===== src/rtl/drive_mode_arbiter_pkg.sv =====
// Shared encodings for the drive-mode controller and the driver modules.
// sanitize_cmd() is the single place that decides which motor commands are legal.
package drive_mode_arbiter_pkg;

    localparam logic [3:0] MS_STOP     = 4'b0000;
    localparam logic [3:0] MS_FORWARD  = 4'b0001;
    localparam logic [3:0] MS_BACKWARD = 4'b0010;
    localparam logic [3:0] MS_LEFT     = 4'b0100;
    localparam logic [3:0] MS_RIGHT    = 4'b1000;

    typedef enum logic [1:0] {
        GS_NONE   = 2'b00,
        GS_SEMI   = 2'b01,
        GS_AUTO   = 2'b10,
        GS_MANUAL = 2'b11
    } gmode_e;

    typedef enum logic [1:0] {
        ST_OFF   = 2'b00,
        ST_ARM   = 2'b01,
        ST_ON    = 2'b10,
        ST_DRAIN = 2'b11
    } ctrl_state_e;

    // Multi-bit commands, and reversing outside MANUAL, collapse to STOP.
    function automatic logic [3:0] sanitize_cmd(input logic [3:0] cmd, input gmode_e mode);
        if ((cmd & (cmd - 4'd1)) != 4'd0) return MS_STOP;
        if (cmd[1] && (mode != GS_MANUAL)) return MS_STOP;
        return cmd;
    endfunction

endpackage


===== src/rtl/drive_mode_arbiter_if.sv =====
// Front-panel, driver-command and motor/light signals of the drive-mode arbiter.
// The slave side is the arbiter; the master side is whoever drives panel and drivers.
interface drive_mode_arbiter_if;
    logic       power_btn;
    logic       mode_req;
    logic [1:0] mode_sel;
    logic [3:0] manual_cmd;
    logic [3:0] semi_cmd;
    logic [3:0] auto_cmd;
    logic       power;
    logic [1:0] global_state;
    logic [3:0] moving_state;
    logic       move_forward_light;
    logic       move_backward_light;
    logic       turn_left_light;
    logic       turn_right_light;
    logic       mode_busy;

    modport master (
        output power_btn, mode_req, mode_sel, manual_cmd, semi_cmd, auto_cmd,
        input  power, global_state, moving_state, move_forward_light,
               move_backward_light, turn_left_light, turn_right_light, mode_busy
    );

    modport slave (
        input  power_btn, mode_req, mode_sel, manual_cmd, semi_cmd, auto_cmd,
        output power, global_state, moving_state, move_forward_light,
               move_backward_light, turn_left_light, turn_right_light, mode_busy
    );
endinterface


===== src/rtl/drive_mode_arbiter_btn_debounce.sv =====
// Two-flop synchroniser followed by a stability counter advanced on the ms tick.
// The output level follows the raw input only after DEB_MS consecutive stable ticks.
module btn_debounce #(
    parameter int DEB_MS = 20
) (
    input  logic sys_clk,
    input  logic rst,
    input  logic tick_i,
    input  logic raw_i,
    output logic level_o
);
    localparam int CW = $clog2(DEB_MS + 1);

    logic          sync1_q, sync2_q;
    logic          level_q, level_d;
    logic [CW-1:0] cnt_q, cnt_d;

    always_comb begin
        cnt_d   = cnt_q;
        level_d = level_q;
        // Any cycle where the input agrees with the output restarts the window.
        if (sync2_q == level_q) begin
            cnt_d = '0;
        end else if (tick_i) begin
            if (cnt_q == CW'(DEB_MS - 1)) begin
                level_d = sync2_q;
                cnt_d   = '0;
            end else begin
                cnt_d = cnt_q + 1'b1;
            end
        end
    end

    always_ff @(posedge sys_clk or posedge rst) begin
        if (rst) begin
            sync1_q <= 1'b0;
            sync2_q <= 1'b0;
            level_q <= 1'b0;
            cnt_q   <= '0;
        end else begin
            sync1_q <= raw_i;
            sync2_q <= sync1_q;
            level_q <= level_d;
            cnt_q   <= cnt_d;
        end
    end

    assign level_o = level_q;
endmodule


===== src/rtl/drive_mode_arbiter.sv =====
// Power-on sequencing, mode register and motor-command arbitration for the car.
// state    | meaning
// ST_OFF   | unpowered, outputs idle, waiting for power_btn
// ST_ARM   | power_btn held, counting ms ticks toward power-on
// ST_ON    | powered, active driver's command reaches the motors
// ST_DRAIN | mode switch pending, motors forced to STOP
module drive_mode_arbiter
    import drive_mode_arbiter_pkg::*;
#(
    parameter int CLK_HZ        = 100_000_000,
    parameter int POWER_HOLD_MS = 1000,
    parameter int DEB_MS        = 20,
    parameter int DRAIN_MS      = 200
) (
    input logic             sys_clk,
    input logic             rst,
    drive_mode_arbiter_if.slave bus_if
);
    localparam int TICK_DIV = CLK_HZ / 1000;
    localparam int TW       = $clog2(TICK_DIV + 1);
    localparam int HW       = $clog2(POWER_HOLD_MS + 1);
    localparam int DW       = $clog2(DRAIN_MS + 1);

    logic [TW-1:0] tick_cnt_q;
    logic          tick;

    logic          pwr_lvl, mode_lvl;
    logic          pwr_prev_q, mode_prev_q;
    logic          pwr_rise, mode_rise;

    ctrl_state_e   state_q, state_d;
    logic [HW-1:0] hold_q, hold_d;
    logic [DW-1:0] drain_q, drain_d;
    gmode_e        pending_q, pending_d;
    gmode_e        gs_q, gs_d;
    logic          power_q, busy_q;
    logic [3:0]    moving_q, moving_d, sel_cmd;

    assign tick = (tick_cnt_q == TW'(TICK_DIV - 1));

    always_ff @(posedge sys_clk or posedge rst) begin
        if (rst) tick_cnt_q <= '0;
        else     tick_cnt_q <= tick ? '0 : tick_cnt_q + 1'b1;
    end

    btn_debounce #(.DEB_MS(DEB_MS)) u_pwr_deb (
        .sys_clk (sys_clk),
        .rst     (rst),
        .tick_i  (tick),
        .raw_i   (bus_if.power_btn),
        .level_o (pwr_lvl)
    );

    btn_debounce #(.DEB_MS(DEB_MS)) u_mode_deb (
        .sys_clk (sys_clk),
        .rst     (rst),
        .tick_i  (tick),
        .raw_i   (bus_if.mode_req),
        .level_o (mode_lvl)
    );

    assign pwr_rise  = pwr_lvl & ~pwr_prev_q;
    assign mode_rise = mode_lvl & ~mode_prev_q;

    always_comb begin
        state_d   = state_q;
        hold_d    = hold_q;
        drain_d   = drain_q;
        pending_d = pending_q;
        gs_d      = gs_q;
        case (state_q)
            ST_OFF: begin
                gs_d = GS_NONE;
                if (pwr_lvl) begin
                    state_d = ST_ARM;
                    hold_d  = '0;
                end
            end
            ST_ARM: begin
                // Reaching the hold count wins over a release seen on the same tick.
                if (tick && (hold_q == HW'(POWER_HOLD_MS - 1))) begin
                    state_d = ST_ON;
                    gs_d    = GS_NONE;
                end else if (!pwr_lvl) begin
                    state_d = ST_OFF;
                end else if (tick) begin
                    hold_d = hold_q + 1'b1;
                end
            end
            ST_ON: begin
                if (pwr_rise) begin
                    state_d = ST_OFF;
                    gs_d    = GS_NONE;
                end else if (mode_rise && (bus_if.mode_sel != 2'b00) &&
                             (bus_if.mode_sel != gs_q)) begin
                    state_d   = ST_DRAIN;
                    pending_d = gmode_e'(bus_if.mode_sel);
                    drain_d   = DW'(DRAIN_MS - 1);
                end
            end
            ST_DRAIN: begin
                if (pwr_rise) begin
                    state_d   = ST_OFF;
                    gs_d      = GS_NONE;
                    pending_d = GS_NONE;
                end else if (tick) begin
                    if (drain_q == '0) begin
                        state_d = ST_ON;
                        gs_d    = pending_q;
                    end else begin
                        drain_d = drain_q - 1'b1;
                    end
                end
            end
            default: state_d = ST_OFF;
        endcase
    end

    always_comb begin
        sel_cmd = MS_STOP;
        case (gs_q)
            GS_SEMI:   sel_cmd = bus_if.semi_cmd;
            GS_AUTO:   sel_cmd = bus_if.auto_cmd;
            GS_MANUAL: sel_cmd = bus_if.manual_cmd;
            default:   sel_cmd = MS_STOP;
        endcase
        moving_d = (state_q == ST_ON) ? sanitize_cmd(sel_cmd, gs_q) : MS_STOP;
    end

    always_ff @(posedge sys_clk or posedge rst) begin
        if (rst) begin
            state_q     <= ST_OFF;
            hold_q      <= '0;
            drain_q     <= '0;
            pending_q   <= GS_NONE;
            gs_q        <= GS_NONE;
            power_q     <= 1'b0;
            busy_q      <= 1'b0;
            moving_q    <= MS_STOP;
            pwr_prev_q  <= 1'b0;
            mode_prev_q <= 1'b0;
        end else begin
            state_q     <= state_d;
            hold_q      <= hold_d;
            drain_q     <= drain_d;
            pending_q   <= pending_d;
            gs_q        <= gs_d;
            power_q     <= (state_d == ST_ON) || (state_d == ST_DRAIN);
            busy_q      <= (state_d == ST_DRAIN);
            moving_q    <= moving_d;
            pwr_prev_q  <= pwr_lvl;
            mode_prev_q <= mode_lvl;
        end
    end

    assign bus_if.power               = power_q;
    assign bus_if.global_state        = gs_q;
    assign bus_if.moving_state        = moving_q;
    assign bus_if.mode_busy           = busy_q;
    assign bus_if.move_forward_light  = moving_q[0];
    assign bus_if.move_backward_light = moving_q[1];
    assign bus_if.turn_left_light     = moving_q[2];
    assign bus_if.turn_right_light    = moving_q[3];
endmodule


===== src/flat_wrapper.sv =====
// flat-port wrapper written by rule: the top's interface ports become plain ports
module drive_mode_arbiter_flat import drive_mode_arbiter_pkg::*;
#(
    parameter int CLK_HZ        = 100_000_000,
    parameter int POWER_HOLD_MS = 1000,
    parameter int DEB_MS        = 20,
    parameter int DRAIN_MS      = 200
)
  (sys_clk, rst, bus_if_power_btn, bus_if_mode_req, bus_if_mode_sel, bus_if_manual_cmd, bus_if_semi_cmd, bus_if_auto_cmd, bus_if_power, bus_if_global_state, bus_if_moving_state, bus_if_move_forward_light, bus_if_move_backward_light, bus_if_turn_left_light, bus_if_turn_right_light, bus_if_mode_busy);
  drive_mode_arbiter_if bus_if_i ();
  input logic sys_clk;
  input logic rst;
  input wire logic [$bits(bus_if_i.power_btn)-1:0] bus_if_power_btn;
  input wire logic [$bits(bus_if_i.mode_req)-1:0] bus_if_mode_req;
  input wire logic [$bits(bus_if_i.mode_sel)-1:0] bus_if_mode_sel;
  input wire logic [$bits(bus_if_i.manual_cmd)-1:0] bus_if_manual_cmd;
  input wire logic [$bits(bus_if_i.semi_cmd)-1:0] bus_if_semi_cmd;
  input wire logic [$bits(bus_if_i.auto_cmd)-1:0] bus_if_auto_cmd;
  output wire logic [$bits(bus_if_i.power)-1:0] bus_if_power;
  output wire logic [$bits(bus_if_i.global_state)-1:0] bus_if_global_state;
  output wire logic [$bits(bus_if_i.moving_state)-1:0] bus_if_moving_state;
  output wire logic [$bits(bus_if_i.move_forward_light)-1:0] bus_if_move_forward_light;
  output wire logic [$bits(bus_if_i.move_backward_light)-1:0] bus_if_move_backward_light;
  output wire logic [$bits(bus_if_i.turn_left_light)-1:0] bus_if_turn_left_light;
  output wire logic [$bits(bus_if_i.turn_right_light)-1:0] bus_if_turn_right_light;
  output wire logic [$bits(bus_if_i.mode_busy)-1:0] bus_if_mode_busy;
  assign bus_if_i.power_btn = bus_if_power_btn;
  assign bus_if_i.mode_req = bus_if_mode_req;
  assign bus_if_i.mode_sel = bus_if_mode_sel;
  assign bus_if_i.manual_cmd = bus_if_manual_cmd;
  assign bus_if_i.semi_cmd = bus_if_semi_cmd;
  assign bus_if_i.auto_cmd = bus_if_auto_cmd;
  assign bus_if_power = bus_if_i.power;
  assign bus_if_global_state = bus_if_i.global_state;
  assign bus_if_moving_state = bus_if_i.moving_state;
  assign bus_if_move_forward_light = bus_if_i.move_forward_light;
  assign bus_if_move_backward_light = bus_if_i.move_backward_light;
  assign bus_if_turn_left_light = bus_if_i.turn_left_light;
  assign bus_if_turn_right_light = bus_if_i.turn_right_light;
  assign bus_if_mode_busy = bus_if_i.mode_busy;
  drive_mode_arbiter #(.CLK_HZ(CLK_HZ), .POWER_HOLD_MS(POWER_HOLD_MS), .DEB_MS(DEB_MS), .DRAIN_MS(DRAIN_MS)) u_core (.sys_clk(sys_clk), .rst(rst), .bus_if(bus_if_i));
endmodule

===== config.mk =====
export PLATFORM = sky130hd
export DESIGN_NAME = drive_mode_arbiter_flat
export DESIGN_NICKNAME = d
export VERILOG_FILES = /design/src/rtl/drive_mode_arbiter_pkg.sv /design/src/rtl/drive_mode_arbiter_if.sv /design/src/rtl/drive_mode_arbiter_btn_debounce.sv /design/src/rtl/drive_mode_arbiter.sv /design/src/flat_wrapper.sv
export SDC_FILE = /design/constraint.sdc
export NUM_CORES = 1
export LEC_CHECK = 0
export CAP_MARGIN = 0
export CELL_PAD_IN_SITES_DETAIL_PLACEMENT = 0
export CELL_PAD_IN_SITES_GLOBAL_PLACEMENT = 2
export CORE_MARGIN = 2
export CORE_UTILIZATION = 33
export DETAILED_ROUTE_END_ITERATION = 6
export PLACE_DENSITY_LB_ADDON = 0.05
export SETUP_SLACK_MARGIN = 0.05
export SYNTH_ARGS = -nofsm -noshare
export SYNTH_HDL_FRONTEND = slang
export SYNTH_SLANG_ARGS = --single-unit

===== constraint.sdc =====
create_clock -name sys_clk -period 2.4 [get_ports sys_clk]
set_input_delay 0.72 -clock sys_clk [delete_from_list [all_inputs] [get_ports sys_clk]]
set_output_delay 0.72 -clock sys_clk [all_outputs]
set_load 0.02 [all_outputs]

==> metrics.txt, run 1 <==
minimum clock period=2.26 ns; Crit-path slowest cell=clkdlybuf4s50_1; drt drc=0; total gr overflow=0; RSZ-0062 raised after global routing=no; RR Startpoint=u_core.tick_cnt_q[0]; Netlist cell types=55; chip width=104 um; gpl congestion=0.705; Hold Path End=u_core.u_mode_deb.sync2_q; Post CTS Setup Buffer Count=0; synth warn=0; ant diodes=0; drt pass-1 iters=5; EDFF count, synth=0; vias in the first global route=2447; fin nets=391; Port Buffers=29; htree depth=3; final max-slew violation count=0; final hold slack=around 0.37 ns; actual slew at the worst max-slew pin=0.530 ns; register area share after synthesis=49.4%; status=complete, no violations; routed length per instance=around 14 um; Inserted Clock Buffers=9; total negative setup slack=0 ns; initial antenna violation count=0; drt initial violations=77; Initial Util=33.8%; number of hold buffers added after cts=0; max incr delay on CP=approximately 0.68 ns; final instance area=4010 um2; Crit path max-delay family=buffers and inverters; Worst EP required=1.68 ns; Core Rows=36; crit-path max FO=8; CP Data Arrival Time=approximately 1.5 ns; R2R setup slack=around 0.22 ns; r2r worst-path depth=6; Area Growth Syn to Fin=21.9%; first-pass GRT wire length=about 12 mm; CTS root buffer=clkbuf_8; layout cell share with drive strength beyond 1=between 10% and 20%; total core area=between 9000 and 10000 um2; CTS tree=yes; total power draw=roughly 0.0022 W; maximum vdd drop=0.256 mV; Max Buffers Root-to-Sink=2; largest net degree at the start of global routing=66; CTS sink count=65; CP Cell Sequence=clkdlybuf4s50_1; crit path kind=flip-flop to primary output; clk slew on worst S/H paths=approximately 0.07 ns; Final HPWL DP=approximately 5 mm; Synth Instances=328; MaxCap Viol Count=0; R2R Path End=u_core.drain_q[4]; final core occ=41.3%; CP Launch Type=flip-flop; fmax=about 440 MHz; Synthesized Nets=351; Pwr per Cell Area=537 nW/um2; Layout Skew=0.00932 ns; Post-Syn Area=around 3300 um2; critical path endpoint category=primary output; Ports=30; DRT antenna net count=0; Tot GR Track Use=14.5%; die height=~100 um; Bufs and invs on worst path=1; Critical Path Start=u_core.bus_if.global_state[1]; final hold vios=0; hold wc startpoint=u_core.u_mode_deb.sync1_q; Leakage=1.69 nW; # fillers=973; DR vias/cell=5.04; Final Cycle Share=between 90% and 100%; Resize count post-CTS=0; Hold Path Class=flip-flop to flip-flop; clk_lat worst skew=about 0.34 ns; die area=between 10000 and 15000 um2; endpoints failing setup=0; Top FF cell, synth=dfrtp_1; Slew headroom=64.4%; cell area after placement=3810 um2; Synth Area per Inst=10.0 um2; via count=around 2600; asr flop ratio synth=100%; Seq cells post-synth=65; Post-Route WL=7.28 mm; Hold Path Stages=0
==> kinds of logic (layout without fill, tap and decap cells) <==
group	count (synthesis)	in the layout	synth area share, %
muxes	7	7	2.28
adders and majority gates	5	5	1.90
DFF	65	65	49.4
buffers and inverters	20	65	2.77
AOI/OAI and AO/OA	61	61	12.5
and+or+nand+nor	150	150	25.8
xor gates and xnor gates	20	20	5.32
==> how the worst max path moves through the flow <==
stage	cells after the start	slack, ns	end
final	1	0.14	bus_if_global_state[1]
after global routing	1	0.07	bus_if_global_state[1]
after detailed placement	6	0.13	u_core.pending_q[1]
after global placement	6	0.16	u_core.pending_q[1]
after CTS	1	0.12	bus_if_global_state[1]
after floorplan	1	0.05	u_core.bus_if.global_state[0]
==> synth_stat cells, drive strengths merged, types with 8 or more instances <==
| cell type | instances | area share (%) |
|---|---|---|
| o21ai | 9 | 1.4 |
| a31oi | 8 | 1.5 |
| a21oi | 16 | 2.4 |
| nor3 | 15 | 2.3 |
| xnor2 | 10 | 2.7 |
| nor2b | 9 | 1.7 |
| nand3 | 11 | 1.7 |
| xor2 | 10 | 2.7 |
| dfrtp | 65 | 49 |
| nand2 | 37 | 4.2 |
| nor2 | 27 | 3.1 |
==> cell usage in the layout, fill, tap and decap left out, types with 8 or more instances in the layout <==
cell type,n
a21oi_1,16
a31oi_1,8
buf_4,11
clkbuf_8,12
clkdlybuf4s50_1,29
dfrtp_1,65
nand2_1,37
nand3_1,11
nor2_1,27
nor2b_1,9
nor3_1,15
o21ai_0,9
xnor2_1,10
xor2_1,10
==> per-stage QoR <==
step           instances  setup slack (ns)
4_1_cts              506             0.117
2_1_floorplan        328            0.0535
3_5_place_dp         490             0.134
6_report             506             0.143
3_3_place_gp         490             0.161
5_1_grt              506            0.0698
==> power breakdown <==
part	leakage, nW	switching (W)	internal, W	total [W]
registers	0.848	0.00000169	0.00110	0.00110
clock network	0.107	0.000429	0.000565	0.000994
logic	0.740	0.0000318	0.0000313	0.0000631
total	1.69	0.000463	0.00169	0.00216
==> final cells by class <==
cell class                 instances  area [um2]  area share [%]
sequential                        65        1630            40.5
clock inverter                     2        35.0           0.873
clock buffer                      14         173            4.30
timing repair buffer              42         413            10.3
tap                              133         166            4.15
multi-input combinational        243        1570            39.2
inverter                           7        26.3           0.655
==> registers in the layout, summed over array words and instances, names as in the netlist, 2 cells and up <==
signal	cells
u_core.state_q	2
u_core.pending_q	2
u_core.u_mode_deb.cnt_q	5
u_core.u_pwr_deb.cnt_q	5
u_core.tick_cnt_q	17
u_core.bus_if.global_state	2
u_core.bus_if.moving_state	4
u_core.drain_q	8
u_core.hold_q	10
==> routing by layer <==
layer | up-vias | GRT usage, % | part of all wire, %
met5 | - | 0 | 0
met4 | 0 | 4.63 | 1.4
met3 | 7 | 4.32 | 3.8
met2 | 42 | 21.8 | 45
met1 | 1234 | 20.0 | 49
li1 | 1268 | - | -
(Power assumes the default switching activity.)
==> inputs of run 2 (changes only) <==
ABC_AREA = 1   (was not set)
CORE_UTILIZATION = 30   (was 33)
PLACE_DENSITY_LB_ADDON = 0.1   (was 0.05)
==> metrics.txt, run 2 <==
status=complete, no violations; Slew headroom=67.1% (+2.7 points); Post CTS Setup Buffer Count=0 (unchanged); Netlist cell types=31 (-44%); final instance area=4280 um2 (+6.6%); Core Rows=39 (+8.3%); CTS root buffer=clkbuf_16; number of hold buffers added after cts=0 (unchanged); Synthesized Nets=494 (+41%); DRT antenna net count=0 (unchanged); Synth Area per Inst=7.54 um2 (-25%); Bufs and invs on worst path=1 (unchanged); Largest Register=u_core.tick_cnt_q; Critical Path Start=u_core.bus_if.global_state[0]; crit-path max FO=6 (-2); Final HPWL DP=6.00 mm (+20%); Synth Instances=471 (+44%); total gr overflow=0 (unchanged); CTS sink count=65 (unchanged); Yosys top cell area share=45.8% (-3.6 points); CP Launch Type=flip-flop; CTS tree=yes; Pwr per Cell Area=564 nW/um2 (+4.9%); chip width=113 um (+8.6%); # fillers=1198 (+23%); final hold vios=0 (unchanged); RSZ-0062 raised after global routing=no; commonest cells after routing, fill and taps aside=124 x nand2_1, 65 x dfrtp_1, 62 x nor2_1; vias in the first global route=3043 (+24%); Top FF cell, synth=dfrtp_1; die height=113 um (+8.6%); synth warn=0 (unchanged); fin nets=531 (+36%); layout cell share with drive strength beyond 1=5.07% (-5.4 points); cell area after placement=4000 um2 (+5.2%); htree depth=3 (unchanged); minimum clock period=2.14 ns (-0.121 ns); cell taking the most area after synthesis=dfrtp_1; initial antenna violation count=0 (unchanged); EDFF count, synth=0 (unchanged); final max-slew violation count=0 (unchanged); Final Cycle Share=89.0% (-5.0 points); total core area=11500 um2 (+18%); drt pass-1 iters=4 (-1); CP Data Arrival Time=1.42 ns (-0.12 ns); Tot GR Track Use=14.7% (+0.21 points); Layout Skew=0.00614 ns (-0.00317 ns); die area=12700 um2 (+18%); gpl congestion=0.752 (+6.8%); critical path endpoint category=primary output; Hold Path Class=flip-flop to flip-flop; maximum vdd drop=0.386 mV (+50%); Worst EP required=1.68 ns (about the same); Ports=30 (unchanged); Resize count post-CTS=0 (unchanged); hold wc startpoint=u_core.u_mode_deb.sync1_q; Crit-path slowest cell=clkdlybuf4s50_1; DR vias/cell=4.64 (-7.9%); Area Growth Syn to Fin=20.5%; CP Cell Sequence=clkdlybuf4s50_1; largest cells by area after synthesis=dfrtp_1 46%, nand2_1 13%, nand3_1 7.2%; RR Startpoint=u_core.tick_cnt_q[0]; Max Buffers Root-to-Sink=2 (unchanged); register area share after synthesis=45.8% (-3.6 points); max incr delay on CP=0.65 ns (-0.03 ns); dpl ws=0.134 ns (+0.000345 ns); drt initial violations=168 (+120%); Post-Route WL=8.50 mm (+17%); Port Buffers=29 (unchanged); commonest cells in the netlist=124 x nand2_1, 65 x dfrtp_1, 62 x nor2_1, 60 x inv_1, 51 x nand3_1; first-pass GRT wire length=14.8 mm (+19%); final core occ=37.3% (-3.9 points); total negative setup slack=0 ns (unchanged); routed length per instance=13.0 um (-9.9%); drt drc=0 (unchanged); Initial Util=31.0% (-2.9 points); Crit path max-delay family=buffers and inverters; via count=3047 (+19%); Seq cells post-synth=65 (unchanged); ant diodes=0 (unchanged); biggest regs=u_core.tick_cnt_q (17), u_core.hold_q (10), u_core.drain_q (8); Inserted Clock Buffers=9 (unchanged); asr flop ratio synth=100% (unchanged); Leakage=2.13 nW (+26%); count leader, synth=nand2_1; largest net degree at the start of global routing=66 (unchanged); max FFs per register=17 (unchanged); endpoints failing setup=0 (unchanged); MaxCap Viol Count=0 (unchanged); commonest non-fill, non-tap cell in the layout=nand2_1; crit path kind=flip-flop to primary output; setup slack after layout=0.264 ns (+0.121 ns); clk_lat worst skew=0.34 ns (about the same); actual slew at the worst max-slew pin=0.489 ns (-0.0408 ns); clk slew on worst S/H paths=0.05 ns (-0.02 ns); Post-Syn Area=3550 um2 (+7.8%); fmax=468 MHz (+5.7%)
run 2: cell types whose count changed in the layout (fill, tap and decap cells not counted), sizes merged, moves of 8 or more:
| cell | delta |
|---|---|
| nor2 | +36 |
| nor2b | -9 |
| nand2 | +90 |
| a31oi | -8 |
| nand3 | +41 |
| inv | +53 |
| xnor2 | -8 |
| buf | -9 |
| o21ai | +16 |
run 2: worst paths after layout:
| path | to | slack [ns] | cells after the start |
|---|---|---|---|
| setup / recovery | bus_if_global_state[0] | 0.26 | 1 |
| hold / removal | u_core.u_mode_deb.sync2_q | 0.35 | 0 |
| setup reg to reg | u_core.drain_q[1] | 0.48 | 8 |
| hold reg to reg | u_core.u_mode_deb.sync2_q | 0.35 | 0 |
| max in group asynchronous | u_core.u_mode_deb.cnt_q[4] | 1.31 | 3 |
| min in group asynchronous | u_core.pwr_prev_q | 0.77 | 3 |
run 2: power by group:
group          total (W)  internal (W)  leakage, nW  switching, W
sequential       0.00110       0.00110        0.883    0.00000247
combinational  0.0000719     0.0000330         1.11     0.0000388
clock            0.00124      0.000750        0.139      0.000486
total            0.00241       0.00189         2.13      0.000527
run 2: through the flow:
step	instances	hold WS [ns]	total power (W)
after global routing	656	0.362	0.00251
after floorplan	471	0.331	0.00115
after global placement	640	0.335	0.00120
after detailed placement	640	0.337	0.00120
after CTS	656	0.350	0.00246
final	656	0.347	0.00241
run 2: kinds of logic after synthesis:
group,after synthesis,share of synthesized area [%]
xor+xnor,19,4.69
flops,65,45.8
fa+ha+maj,5,1.76
simple gates,270,32.6
buf+inv,68,8.07
compound gates,44,7.01
run 2: final cells by class:
cell class | instances | area, um2 | share of cell area, %
clock buffer | 13 | 260 | 6.08
inverter | 61 | 229 | 5.35
clock inverter | 3 | 15.0 | 0.351
timing repair buffer | 33 | 333 | 7.78
sequential | 65 | 1630 | 38.0
tap | 143 | 179 | 4.18
multi-input combinational | 338 | 1640 | 38.2
run 2: per-layer routing:
metal / vias up / global-route usage, % / part of all wire [%]
met5: - / 0 / 0
met4: 0 / 5.37 / 1.7
met3: 10 / 4.18 / 3.4
met2: 40 / 23.3 / 46
met1: 1408 / 19.2 / 49
li1: 1589 / - / -
==> inputs of run 3 (changes only) <==
SLEW_MARGIN = 10   (was not set)
==> results of run 3 <==
Final layout, timing and power as in run 2 (identical DEF).
